$ cat config.mk
export PLATFORM = sky130hd
export DESIGN_NAME = mem_port_arbiter
export DESIGN_NICKNAME = d
export VERILOG_FILES = /design/src/rtl/mem_port_arbiter.sv
export SDC_FILE = /design/constraint.sdc
export NUM_CORES = 1
export LEC_CHECK = 0
export BUFFER_PORTS_ARGS = -buffer_cell sky130_fd_sc_hd__buf_4
export CELL_PAD_IN_SITES_DETAIL_PLACEMENT = 1
export CELL_PAD_IN_SITES_GLOBAL_PLACEMENT = 1
export CORE_MARGIN = 3
export CORE_UTILIZATION = 37
export DETAILED_ROUTE_END_ITERATION = 10
export PLACE_DENSITY_LB_ADDON = 0.1
export SLEW_MARGIN = 10
export SYNTH_ARGS = -nofsm -noshare
export SYNTH_HDL_FRONTEND = slang
export SYNTH_SLANG_ARGS = --single-unit
$ cat constraint.sdc
create_clock -name clk -period 1.9 [get_ports clk]
set_input_delay 0.095 -clock clk [delete_from_list [all_inputs] [get_ports clk]]
set_output_delay 0.095 -clock clk [all_outputs]
set_load 0.02 [all_outputs]
$ cat src/rtl/mem_port_arbiter.sv
// Arbitrates one single-ported unified memory between instruction fetch (IF)
// and the data stage (DM). Data side has priority, bounded by a starvation
// limit; fetch responses can be killed by a flush; a timeout aborts hung
// transactions and raises a sticky error flag. All outputs are registered.
module mem_port_arbiter #(
  parameter int unsigned       DATA_W     = 32,
  parameter int unsigned       STARVE_MAX = 4,
  parameter int unsigned       TIMEOUT    = 64,
  parameter logic [DATA_W-1:0] NOP_INST   = 32'h00000013
) (
  input  logic              clk,
  input  logic              rst,
  input  logic              if_req,
  input  logic [DATA_W-1:0] if_addr,
  input  logic              if_flush,
  output logic              if_gnt,
  output logic              if_rvalid,
  output logic [DATA_W-1:0] if_rdata,
  input  logic              dm_req,
  input  logic              dm_we,
  input  logic [DATA_W-1:0] dm_addr,
  input  logic [DATA_W-1:0] dm_wdata,
  output logic              dm_gnt,
  output logic              dm_rvalid,
  output logic [DATA_W-1:0] dm_rdata,
  output logic              mem_req,
  output logic              mem_we,
  output logic [DATA_W-1:0] mem_addr,
  output logic [DATA_W-1:0] mem_wdata,
  input  logic              mem_ack,
  input  logic [DATA_W-1:0] mem_rdata,
  output logic              err
);

  localparam int unsigned   SW    = $clog2(STARVE_MAX + 2);
  localparam int unsigned   TW    = $clog2(TIMEOUT);
  localparam logic [SW-1:0] SMAX  = SW'(STARVE_MAX);
  localparam logic [TW-1:0] TLAST = TW'(TIMEOUT - 1);

  typedef enum logic [1:0] {IDLE, BUSY_I, BUSY_D} state_e;

  state_e            state_q, state_d;
  logic [SW-1:0]     starve_q, starve_d;
  logic [TW-1:0]     tmo_q, tmo_d;
  logic              kill_q, kill_d;
  logic              if_gnt_q, if_gnt_d, dm_gnt_q, dm_gnt_d;
  logic              if_rvalid_q, if_rvalid_d, dm_rvalid_q, dm_rvalid_d;
  logic [DATA_W-1:0] if_rdata_q, if_rdata_d, dm_rdata_q, dm_rdata_d;
  logic              mem_req_q, mem_req_d, mem_we_q, mem_we_d;
  logic [DATA_W-1:0] mem_addr_q, mem_addr_d, mem_wdata_q, mem_wdata_d;
  logic              err_q, err_d;
  logic              if_elig, dm_win, done;

  // State and registered outputs; async active-low reset drops any transaction.
  always_ff @(posedge clk or negedge rst) begin
    if (!rst) begin
      state_q     <= IDLE;
      starve_q    <= '0;
      tmo_q       <= '0;
      kill_q      <= 1'b0;
      if_gnt_q    <= 1'b0;
      dm_gnt_q    <= 1'b0;
      if_rvalid_q <= 1'b0;
      dm_rvalid_q <= 1'b0;
      if_rdata_q  <= '0;
      dm_rdata_q  <= '0;
      mem_req_q   <= 1'b0;
      mem_we_q    <= 1'b0;
      mem_addr_q  <= '0;
      mem_wdata_q <= '0;
      err_q       <= 1'b0;
    end else begin
      state_q     <= state_d;
      starve_q    <= starve_d;
      tmo_q       <= tmo_d;
      kill_q      <= kill_d;
      if_gnt_q    <= if_gnt_d;
      dm_gnt_q    <= dm_gnt_d;
      if_rvalid_q <= if_rvalid_d;
      dm_rvalid_q <= dm_rvalid_d;
      if_rdata_q  <= if_rdata_d;
      dm_rdata_q  <= dm_rdata_d;
      mem_req_q   <= mem_req_d;
      mem_we_q    <= mem_we_d;
      mem_addr_q  <= mem_addr_d;
      mem_wdata_q <= mem_wdata_d;
      err_q       <= err_d;
    end
  end

  // Arbitration, transaction tracking, timeout and response generation.
  always_comb begin
    state_d     = state_q;
    starve_d    = starve_q;
    tmo_d       = tmo_q;
    kill_d      = kill_q;
    if_gnt_d    = 1'b0;
    dm_gnt_d    = 1'b0;
    if_rvalid_d = 1'b0;
    dm_rvalid_d = 1'b0;
    if_rdata_d  = if_rdata_q;
    dm_rdata_d  = dm_rdata_q;
    mem_req_d   = mem_req_q;
    mem_we_d    = mem_we_q;
    mem_addr_d  = mem_addr_q;
    mem_wdata_d = mem_wdata_q;
    err_d       = err_q;
    if_elig     = if_req & ~if_flush;
    dm_win      = dm_req & ~((starve_q == SMAX) & if_elig);
    done        = mem_ack | (tmo_q == TLAST);

    unique case (state_q)
      IDLE: begin
        tmo_d  = '0;
        kill_d = 1'b0;
        if (dm_win) begin
          state_d     = BUSY_D;
          dm_gnt_d    = 1'b1;
          mem_req_d   = 1'b1;
          mem_we_d    = dm_we;
          mem_addr_d  = dm_addr;
          mem_wdata_d = dm_wdata;
          if (!if_req)
            starve_d = '0;
          else if (starve_q != SMAX)
            starve_d = starve_q + SW'(1);
        end else if (if_elig) begin
          state_d    = BUSY_I;
          if_gnt_d   = 1'b1;
          mem_req_d  = 1'b1;
          mem_we_d   = 1'b0;
          mem_addr_d = if_addr;
          starve_d   = '0;
        end else if (!if_req) begin
          starve_d = '0;
        end
      end
      BUSY_I, BUSY_D: begin
        if (done) begin
          state_d   = IDLE;
          tmo_d     = '0;
          kill_d    = 1'b0;
          mem_req_d = 1'b0;
          mem_we_d  = 1'b0;
          if (!mem_ack)
            err_d = 1'b1;
          if (state_q == BUSY_I) begin
            // A flush in the completing cycle kills the response just like an earlier one.
            if (!(kill_q | if_flush)) begin
              if_rvalid_d = 1'b1;
              if_rdata_d  = mem_ack ? mem_rdata : NOP_INST;
            end
          end else begin
            dm_rvalid_d = 1'b1;
            if (!mem_ack)
              dm_rdata_d = '0;
            else if (!mem_we_q)
              dm_rdata_d = mem_rdata;
          end
        end else begin
          tmo_d = tmo_q + TW'(1);
          if ((state_q == BUSY_I) && if_flush)
            kill_d = 1'b1;
        end
      end
      default: state_d = IDLE;
    endcase
  end

  assign if_gnt    = if_gnt_q;
  assign dm_gnt    = dm_gnt_q;
  assign if_rvalid = if_rvalid_q;
  assign dm_rvalid = dm_rvalid_q;
  assign if_rdata  = if_rdata_q;
  assign dm_rdata  = dm_rdata_q;
  assign mem_req   = mem_req_q;
  assign mem_we    = mem_we_q;
  assign mem_addr  = mem_addr_q;
  assign mem_wdata = mem_wdata_q;
  assign err       = err_q;

endmodule

# Yosys cells after proc, flatten, opt, wreduce, memory -nomap -nowiden
# Cells that the tools add are included.
totals:
  in_bits: 135
  word_cells: 90
  output_inout_bits: 135
  regBits: 147
op_classes:
  n_reduce_logical: 14
  mux: 38
  add_sub_neg: 2
  bitwise_logic: 10
  eq_ne: 11
ops:
  columns: ["operator", "count"]
  rows:
  - ["$mux 32", 5]
  - ["$mux 1", 19]
  - ["$mux 3", 5]
  - ["$pmux 6 s2", 1]
  - ["$ne 3x3->1 const B", 3]
  - ["$reduce_and 3->1", 3]
  - ["$reduce_and 2->1", 4]
  - ["$reduce_and 4->1", 2]
  - ["$add 6x1->6 const B", 1]
  - ["$eq 6x6->1 const B", 1]
  - ["$mux 2", 3]
  - ["$mux 6", 1]
  - ["$pmux 1 s2", 3]
  - ["$not 1->1", 5]
  - ["$ne 2x2->1 const B", 2]
  - ["$pmux 2 s2", 1]
  - ["$reduce_bool 2->1", 2]
  - ["$add 3x1->3 const B", 1]
  - ["$and 1x1->1", 3]
  - ["$eq 3x3->1 const B", 1]
  - ["$ne 3x1->1 const B", 1]
  - ["$ne 3x2->1 const B", 1]
  - ["$eq 2x1->1 const B", 1]
  - ["$eq 2x2->1 const B", 1]
  - ["other kinds (4)", 5]

# Depth between registers and ports, before layout
# Gate-level depths: netlist of run 1.
depth:
  word_depth: 7
  depth_mapped: 7
  ltp_nobuf: 6

# Worst setup path before layout of run 1
# No wires, ideal clock.
synth_path:
  kind: "register -> register"
  from: "reg state_q[0]"
  to: "reg dm_rdata_q[23] (netlist: dm_rdata[23])"
  required_time_ns: 1.779
  synth_period_minus_slack_ns: 1.588
  setup_ns: 0.121
  arrival_ns: 1.467
  path_slack_ns: 0.312
  n_path_buf: 1
  path_stages_with_launch: 7
  path_cell_list: "dfrtp_1 > inv_1 > ha_1 > and2b_1 > nand2_2 > buf_2 > a22o_1"
synth_between:
  elab_chain_cells: 3
  word_cells_on_any_way: 5
  cone_classes: "eq/ne: 2; bitwise: 1; reduce/logical: 2"
synth_lines:
  columns: ["element", "line_no", "source"]
  rows:
  - ["start: declaration", "42", "state_e state_q, state_d;"]
  - ["start signal: assignment", "73", "state_q <= state_d;"]
  - ["$eq 2x1->1 / $eq 2x2->1 (equally long branches)", "112, 147", null]
  - ["$reduce_or 2->1 / $not 1->1 (equally long branches)", null, null]
  - ["$reduce_and 4->1 (no line) (*)", null, null]
  - ["end signal: assignment", "82", "dm_rdata_q <= dm_rdata_d;"]
  - ["end: declaration", "48", "logic [DATA_W-1:0] if_rdata_q, if_rdata_d, dm_rdata_q, dm_rdata_d;"]
# Every way passes the cells marked *; elsewhere a longest branch is shown, timed or not.
# A chain may end at the register's enable or synchronous reset.

# Final worst setup path of run 1
layout_path:
  from: "reg starve_q[0]"
  to: "reg mem_wdata_q[9] (netlist: mem_wdata[9])"
layout_between:
  elab_chain_cells: 5
layout_lines:
  columns: ["element", "line_no", "source"]
  rows:
  - ["start: declaration", "43", "logic [SW-1:0] starve_q, starve_d;"]
  - ["start signal: assignment", "74", "starve_q <= starve_d;"]
  - ["$eq 3x3->1", "109", "dm_win = dm_req & ~((starve_q == SMAX) & if_elig);"]
  - ["$and 1x1->1", "109", null]
  - ["$not 1->1", "109", null]
  - ["$and 1x1->1", "109", null]
  - ["$reduce_and 2->1 (no line)", null, null]
  - ["end signal: assignment", "86", "mem_wdata_q <= mem_wdata_d;"]
  - ["end: declaration", "50", "logic [DATA_W-1:0] mem_addr_q, mem_addr_d, mem_wdata_q, mem_wdata_d;"]
# Every way passes these cells.

==> flow_summary.yaml, run 1 <==
sta:
  period_needed_ns: 1.90
  setup_viol: 0
  hold_viol: 0
  max_freq_mhz: 528
  grt_setup_unrepaired: "yes"
  slew_headroom_pct: 65.3
  worst_pin_slew_ns: 0.521
  period_share_pct: 99.7
  fin_skew_ns: 0.00681
  drv_slew: 0
logic_synthesis:
  synthDominantCellAreaShare_pct: 58.2
  synth_edf_count: 0
  ys_ff_latch: 147
  synth_area_leaders: "dfrtp_1 58%, a22o_1 12%, mux2_1 5.7%, mux2i_1 5.5%, nand2_1 3.4%"
  syn_avg_cell_area_sq_um: 12.6
  synth_top_flop_cell: "dfrtp_1"
  yosysTopAreaCell: "dfrtp_1"
  ys_types: 49
  synthTopCellsByCount: "147 x dfrtp_1, 88 x a22o_1, 58 x nand2_1, 40 x o21ai_1, 35 x mux2i_1"
  synthArstFlopShare_pct: 100
  yosysWarnings: 0
  synthesis.nets: 644
  netlist_instances: 503
  syn_area_sq_um: 6320
  yosysSeqAreaShare_pct: 58.2
  synth.most_common_cell: "dfrtp_1"
route:
  drtAntennaViolNets: 0
  dr.pass1.iters: 4
  via_count: 5732
  drt-total-wl_um: 22400
  avgRoutedWirePerCell_um: 19.8
  viasPerCell: 5.06
  drc_errors: 0
  drtIter0Drc: 240
place:
  placed_cell_area_sq_um: 8610
  dp.cells: 973
  dpl.hpwl_um: 13900
  io_buffers: 269
  gp_congestion: 0.771
die:
  rows: 47
  start_util_pct: 38.0
  core_region_area_sq_um: 16600
  fp.dieW_um: 137
  dieArea_sq_um: 18700
  die_y_um: 137
  ioPinCount: 270
cts:
  tritoncts: "yes"
  clockBufferDepth: 2
  cts.sinks: 147
  cts_buffers: 17
  clk_latency_ns: 0.41
  h-tree-depth: 4
  cts.clk_slew.worst_paths_ns: 0.06
  cts-root-buf: "clkbuf_16"
global_routing:
  grt_max_degree: 65
  grt_pass1_vias: 6334
  grt_overflow: 0
  track_usage_pct: 24.3
  grt_pass1_wl_um: 35300
  antenna_found_initial: 0
setup_path:
  critPathBufInv: 1
  cp-start-kind: "register"
  cp-end-kind: "register"
  crit_start: "starve_q[0]$_DFFE_PN0P_"
  crit_required_ns: 2.19
  crit_arrival_ns: 2.18
  crit_family: "simple AND/OR/NAND/NOR gates"
  cpPeakStageDelay_ns: 0.49
  cpMaxStageDelayCell: "mux2_1"
  r2r-start: "starve_q[0]$_DFFE_PN0P_"
  path_max_fanout: 34
  worstSetupPathType: "reg2reg"
  cp_cell_sequence: "inv_1 > ha_1 > nand4b_2 > nand3_4 > mux2_1"
pwr:
  p_total_mw: 17.3
  vdd_drop_max_uv: 703
  p_leak_nw: 5.10
  power_density_nw_per_um2: 1650
min_path:
  hp-class: "in2reg"
  min_from: "dm_addr[25]"
cells_and_area:
  drive_gt1_share_pct: 35.7
  fillCellCount: 1666
  antennaDiodeCount: 0
  fin_cells: 1133
  area.growth.synth_to_final_pct: 66.1
  final_area_sq_um: 10500
  fin_nets: 1042
status:
  status: "completed"
run:
  maxCapViolCount: 0
==> metrics by stage <==
| step | setup slack (ns) | setup TNS, ns | util (%) | hold slack, ns |
|---|---|---|---|---|
| after floorplan | 0.312 | 0 | - | -0.201 |
| after global placement | 0.0794 | 0 | 51.8 | 0.00857 |
| after detailed placement | -0.0373 | -0.581 | 51.8 | 0.0185 |
| after CTS | 0.00378 | 0 | 63.0 | 0.00232 |
| after global routing | -0.122 | -3.29 | 63.1 | 0.0159 |
| final | 0.00481 | 0 | 63.1 | 0.00748 |
==> cell families after synthesis <==
family	count (synthesis)	synth area share, %
DFF	147	58.2
AOI/OAI and AO/OA	146	17.7
and+or+nand+nor	91	7.39
muxes	67	11.2
buffers and inverters	44	4.00
adders and majority gates	6	1.19
xor gates and xnor gates	2	0.277
==> power by group <==
group	leakage, nW	internal (mW)	switching [mW]
clock	0.284	2.09	1.26
sequential	1.80	4.60	1.02
combinational	3.01	3.86	4.48
==> registers in the layout, indices dropped and copies added, names as in the netlist <==
| signal | count |
|---|---|
| dm_rvalid | 1 |
| if_rdata | 32 |
| dm_rdata | 32 |
| mem_addr | 32 |
| starve_q | 3 |
| dm_gnt | 1 |
| state_q | 2 |
| err | 1 |
| tmo_q | 6 |
| mem_wdata | 32 |
| if_gnt | 1 |
| mem_req | 1 |
| kill_q | 1 |
| mem_we | 1 |
| if_rvalid | 1 |
==> final timing paths <==
path | endpoint | slack (ns) | depth (start not counted)
min in group asynchronous | mem_wdata[8]$_DFFE_PN0P_ | 0.14 | 2
worst min-delay path | mem_addr[25]$_DFFE_PN0P_ | 0.007 | 3
worst max register to register | mem_wdata[9]$_DFFE_PN0P_ | 0.005 | 5
worst min register to register | mem_addr[2]$_DFFE_PN0P_ | 0.49 | 2
worst max-delay path | mem_wdata[9]$_DFFE_PN0P_ | 0.005 | 5
max in group asynchronous | if_rdata[6]$_DFFE_PN0P_ | 1.10 | 3
==> metal layers <==
layer | global-route usage (%) | vias to the layer above | routed length [um]
met5 | 0 | - | 0
li1 | - | 2623 | -
met2 | 40.6 | 217 | 11000
met4 | 7.78 | 0 | 412
met3 | 7.61 | 32 | 1810
met1 | 30.1 | 2860 | 9110
==> layout by cell type (no fill, tap or decap), drive strengths merged, types with 2 or more instances in the layout <==
cell         Yosys  layout
o22a             3       3
clkinv           0       4
o31ai            2       2
a22o            88      88
and2             3       3
dlygate4sd3      0     129
mux2i           35      35
nand3b           2       2
nand2b           2       2
nor2             5       5
nand3            6       6
dfrtp          147     147
nand4b           2       2
nor3             3       3
ha               6       6
nand2           60      60
inv             10      11
bufinv           0       3
clkbuf           7      22
buf             27     284
and2b            2       2
a21oi            2       2
mux2            32      32
o21ai           45      45
==> worst reg2reg max path, delay by kind of cell (launching register included) <==
kind | cells | cell delay, ns
adders and majority gates | 1 | 0.22
and+or+nand+nor | 2 | 0.59
buffers and inverters | 1 | 0.06
muxes | 1 | 0.51
DFF | 1 | 0.40
==> repair_timing <==
item,CTS,global route
hold buffers,129,0
buffers inserted,0,0
gates resized for setup,1,1
setup endpoints to repair,32,34
hold endpoints to repair,246,0
pin swaps,0,1
==> layout make-up <==
type | instances | area, sq um | share of cell area (%)
Tap cell | 220 | 275 | 2.62
Clock inverter | 9 | 130 | 1.24
Sequential cell | 147 | 3680 | 35.0
Timing Repair Buffer | 413 | 3530 | 33.6
Multi-Input combinational cell | 312 | 2390 | 22.8
Clock buffer | 22 | 454 | 4.33
Inverter | 10 | 37.5 | 0.358
Power figures use the tool's default switching activity.
==> run 2, diff against run 1 <==
- CORE_ASPECT_RATIO: default -> 1.75
==> run 2 against run 1 <==
  * Non-clock buffer count is 22 higher
  * Clock power is 2% higher
  * Combinational power is 5.0% higher
  * Sequential power is 1% higher
  * Largest cell class is now buffers
  * Register-to-register slack better by 0.05 ns
  * Core utilization is 1.4 points higher
  * Design area is 1.9% higher
  * Worst hold slack better by 0.072 ns
  * Sequential share of layout area is 0.66 points lower
  * Setup slack better by 0.051 ns
  * Critical path type unchanged
  * Via count is 5.3% higher
==> flow_summary.yaml, run 2 (synthesized netlist as in run 1, its figures left out) <==
sta:
  hold_viol: 0
  max_freq_mhz: 542
  period_share_pct: 97.1
  holdWs_ns: 0.0790
  setup_ws_ns: 0.0557
  period_needed_ns: 1.84
  worst_pin_slew_ns: 0.513
  slew_headroom_pct: 65.8
  drv_slew: 0
  setup_viol: 0
  fin_skew_ns: 0.0166
cts:
  tritoncts: "yes"
  cts-root-buf: "clkbuf_16"
  cts_buffers: 17
  cts.sinks: 147
  h-tree-depth: 4
  clockBufferDepth: 2
  cts.clk_slew.worst_paths_ns: 0.08
  clk_latency_ns: 0.43
min_path:
  whs_path_depth: 3
  min_from: "mem_ack"
  hp-class: "in2reg"
  hold_path_end: "kill_q$_DFFE_PN0P_"
setup_path:
  worstSetupPathType: "reg2reg"
  path_max_fanout: 12
  crit_start: "starve_q[0]$_DFFE_PN0P_"
  critPathBufInv: 2
  cp-end-kind: "register"
  r2r-end: "mem_addr[14]$_DFFE_PN0P_"
  r2r-start: "starve_q[0]$_DFFE_PN0P_"
  worstRegToRegCells: 7
  cp_cell_sequence: "inv_1 > ha_1 > nand4b_4 > nand2_8 > buf_12 > mux2i_1 > o21ai_1"
  crit_family: "flip-flops"
  cpPeakStageDelay_ns: 0.41
  ff2ff_setup_slack_ns: 0.06
  crit_required_ns: 2.19
  crit_arrival_ns: 2.14
  cpMaxStageDelayCell: "dfrtp_1"
  cp-start-kind: "register"
place:
  gp_congestion: 0.774
  dpl.hpwl_um: 14900
  dp_slack_ns: 0.0712
  io_buffers: 269
route:
  drtIter0Drc: 174
  drc_errors: 0
  avgRoutedWirePerCell_um: 22.3
  via_count: 6035
  drt-total-wl_um: 25800
  viasPerCell: 5.20
  dr.pass1.iters: 4
  drtAntennaViolNets: 0
cells_and_area:
  drive_gt1_share_pct: 37.4
  fin_nets: 1064
  layout_commonest_cell: "buf_4"
  area.growth.synth_to_final_pct: 69.3
  final_cell_mix: "294 x buf_4, 147 x dfrtp_1, 131 x dlygate4sd3_1"
die:
  dieArea_sq_um: 18700
  rows: 62
  start_util_pct: 38.1
  die_y_um: 179
  ioPinCount: 270
  fp.dieW_um: 105
  core_region_area_sq_um: 16600
global_routing:
  track_usage_pct: 26.9
  grt_pass1_vias: 7004
  grt_overflow: 0
  antenna_found_initial: 1
  grt_pass1_wl_um: 39200
  grt_max_degree: 48
pwr:
  vdd_drop_max_uv: 856
  p_total_mw: 17.9
  power_density_nw_per_um2: 1670
  p_leak_nw: 5.21
status:
  status: "completed"
run:
  maxCapViolCount: 0
## run 2: cell types whose count changed in the layout (fill, tap and decap cells not counted), sizes merged
cell and change:
buf +20, diode +1, clkinv -1, bufinv -2, dlygate4sd3 +2, inv +9
clkbuf -5
## run 2: worst max path at each step
| stage | end | slack [ns] | cells past startpoint |
|---|---|---|---|
| after detailed placement | if_rdata[2]$_DFFE_PN0P_ | 0.07 | 6 |
| after CTS | if_rdata[18]$_DFFE_PN0P_ | 0.06 | 6 |
| after floorplan | dm_rdata[23]$_DFFE_PN0P_ | 0.31 | 6 |
| after global routing | if_rdata[18]$_DFFE_PN0P_ | -0.02 | 6 |
| after global placement | mem_addr[19]$_DFFE_PN0P_ | 0.19 | 7 |
| final | mem_addr[14]$_DFFE_PN0P_ | 0.06 | 7 |
## run 2: metrics by stage
step,utilization (%),instances,instance area (sq um),TNS [ns]
after CTS,63.6,1147,10600,0
after floorplan,-,503,6320,0
after global routing,64.4,1161,10700,-0.0778
final,64.4,1161,10700,0
after global placement,52.2,984,8670,0
after detailed placement,52.2,984,8670,0
## run 2: area by class of cell
type	instances	area, sq um
Clock buffer	17	425
Antenna cell	1	2.50
Inverter	10	37.5
Fill cell	1715	5900
Multi-Input combinational cell	312	2410
Sequential cell	147	3680
Timing Repair Buffer	435	3700
Clock inverter	15	158
Tap cell	224	280
## run 2: report_power, final
group / switching [mW] / internal [mW]
combinational: 4.76 / 4.01
clock: 1.54 / 1.87
sequential: 1.09 / 4.59
total: 7.39 / 10.5
## run 2: tightest hold or removal path, cell delays in order
cell	delay [ns]
buf_4	0.11
o21bai_4	0.15
o31ai_1	0.09
## run 2: timing repair
action                     CTS  global route
resized for setup            0             5
setup buffers                0            13
hold buffers               131             0
hold endpoints to repair   141             0
setup endpoints to repair    0            47
## run 2: routing by layer
| layer | routed length [um] | track usage [%] | up-vias | share of wire, % |
|---|---|---|---|---|
| met3 | 1330 | 6.67 | 74 | 5.2 |
| met5 | 0 | 0 | - | 0 |
| met4 | 1170 | 13.1 | 0 | 4.5 |
| li1 | - | - | 2670 | - |
| met2 | 14200 | 49.8 | 258 | 55 |
| met1 | 9150 | 28.1 | 3033 | 35 |
==> run 3, diff against run 2 <==
==> constraint.sdc (replaced) <==
create_clock -name clk -period 1.9 [get_ports clk]
set_input_delay 0.285 -clock clk [delete_from_list [all_inputs] [get_ports clk]]
set_output_delay 0.285 -clock clk [all_outputs]
set_load 0.02 [all_outputs]
==> run 3 against run 2 <==
  * Global-route usage is 5.8 points lower
  * Routed wire length down 24%
  * Clock skew is 0.0057 ns lower
  * Critical path depth is 1 lower
  * Non-clock buffer count shrank 141
  * Core utilization is 8.3 points lower
  * First-iteration DRC count is 33% lower
  * Die area unchanged
==> flow_summary.yaml, run 3 (synthesized netlist as in run 1, its figures left out) <==
sta:
  fin_skew_ns: 0.0109
  hold_viol: 0
  setup_viol: 0
  max_freq_mhz: 565
  drv_slew: 0
  worst_pin_slew_ns: 0.537
  period_needed_ns: 1.77
  fin_setup_tns_ns: 0
  holdWs_ns: 0.0760
  grt_setup_unrepaired: "no"
  slew_headroom_pct: 64.1
  period_share_pct: 93.2
route:
  avgRoutedWirePerCell_um: 19.2
  viasPerCell: 5.11
  drc_errors: 0
  via_count: 5208
  drtIter0Drc: 116
  drtAntennaViolNets: 0
  dr.pass1.iters: 4
  drt-total-wl_um: 19600
cells_and_area:
  multiInputGateArea_sq_um: 2390
  final_util_pct: 56.2
  fin_nets: 923
  drive_gt1_share_pct: 42.5
  antennaDiodeCount: 0
  seq_area_sq_um: 3680
  fillCellCount: 1797
  fin_cells: 1019
  area.growth.synth_to_final_pct: 47.5
  final_cell_mix: "283 x buf_4, 147 x dfrtp_1, 88 x a22o_1"
  layout_commonest_cell: "buf_4"
place:
  io_buffers: 269
  dp.cells: 984
  gp_congestion: 0.777
  dpl.hpwl_um: 14800
die:
  die_y_um: 179
  core_region_area_sq_um: 16600
  fp.dieW_um: 105
  dieArea_sq_um: 18700
  start_util_pct: 38.1
  ioPinCount: 270
  rows: 62
setup_path:
  cpMaxStageDelayCell: "dfrtp_1"
  path_max_fanout: 25
  cp-start-kind: "register"
  cp_cell_sequence: "inv_1 > ha_1 > nand4b_2 > nand3_4 > buf_12 > mux2_1"
  cpPeakStageDelay_ns: 0.41
  cp-end-kind: "register"
  crit_arrival_ns: 2.07
  crit_family: "simple AND/OR/NAND/NOR gates"
  worstSetupPathType: "reg2reg"
  crit_required_ns: 2.20
  critPathBufInv: 2
pwr:
  vdd_drop_max_uv: 801
  p_leak_nw: 4.63
  p_total_mw: 17.2
  power_density_nw_per_um2: 1840
cts:
  cts_buffers: 17
  clk_latency_ns: 0.42
  clockBufferDepth: 2
  cts.sinks: 147
  cts-root-buf: "clkbuf_16"
  cts.clk_slew.worst_paths_ns: 0.07
  tritoncts: "yes"
  h-tree-depth: 4
status:
  status: "completed"
global_routing:
  grt_pass1_wl_um: 31300
  antenna_found_initial: 0
  grt_overflow: 0
  track_usage_pct: 21.1
  grt_max_degree: 53
  grt_pass1_vias: 5894
min_path:
  hp-class: "in2reg"
run:
  maxCapViolCount: 0
-- run 3: changes by cell type in the layout (fill, tap and decap cells not counted), sizes merged --
cell	before	now
diode	1	0
inv	20	18
bufinv	1	2
buf	304	293
dlygate4sd3	131	1
clkinv	3	2
clkbuf	17	19
-- run 3: repair_timing --
action                                  4_1_cts  5_1_grt
setup buffers                                 0        2
hold buffers                                  1        0
endpoints found under the setup margin        0       33
endpoints found under the hold margin        28        0
gates resized for setup                       0        2
-- run 3: per-stage QoR --
stage | instance area (sq um) | setup WS [ns]
global route | 9320 | 0.00229
floorplan | 6320 | 0.312
detailed placement | 8670 | 0.0851
CTS | 9300 | 0.0769
global placement | 8670 | 0.210
finish | 9320 | 0.129
-- run 3: cell type report --
type	instances	area share [%]
Sequential cell	147	39.5
Multi-Input combinational cell	312	25.7
Timing Repair Buffer	294	24.9
Clock buffer	19	4.86
Tap cell	224	3.01
Clock inverter	13	1.74
Inverter	10	0.403
-- run 3: worst paths after layout --
| kind | from | endpoint | slack [ns] | depth (start not counted) |
|---|---|---|---|---|
| worst min-delay path | dm_wdata[20] | mem_wdata[20]$_DFFE_PN0P_ | 0.08 | 2 |
| min in group asynchronous | rst | if_rdata[14]$_DFFE_PN0P_ | 0.33 | 2 |
| worst max register to register | starve_q[0]$_DFFE_PN0P_ | mem_wdata[0]$_DFFE_PN0P_ | 0.13 | 6 |
| worst max-delay path | starve_q[0]$_DFFE_PN0P_ | mem_wdata[0]$_DFFE_PN0P_ | 0.13 | 6 |
| worst min register to register | err$_DFFE_PN0P_ | err$_DFFE_PN0P_ | 0.48 | 2 |
| max in group asynchronous | rst | mem_wdata[26]$_DFFE_PN0P_ | 0.85 | 3 |
-- run 3: worst reg2reg max path, stage by stage (launching register included) --
cell      delay [ns]
dfrtp_1         0.41
inv_1           0.09
ha_1            0.19
nand4b_2        0.20
nand3_4         0.21
buf_12          0.21
mux2_1          0.35
-- run 3: layer usage --
layer	GRT usage [%]	routed length, um	vias to the layer above
li1	-	-	2383
met1	22.4	6980	2604
met2	39.8	10800	200
met3	5.77	1350	21
met4	7.17	396	0
met5	0	0	-
-- run 3: report_power, final --
group          switching, mW  internal, mW  total [mW]
combinational           4.34          3.74        8.08
sequential             0.976          4.59        5.57
clock                   1.46          2.06        3.52
total                   6.77          10.4        17.2
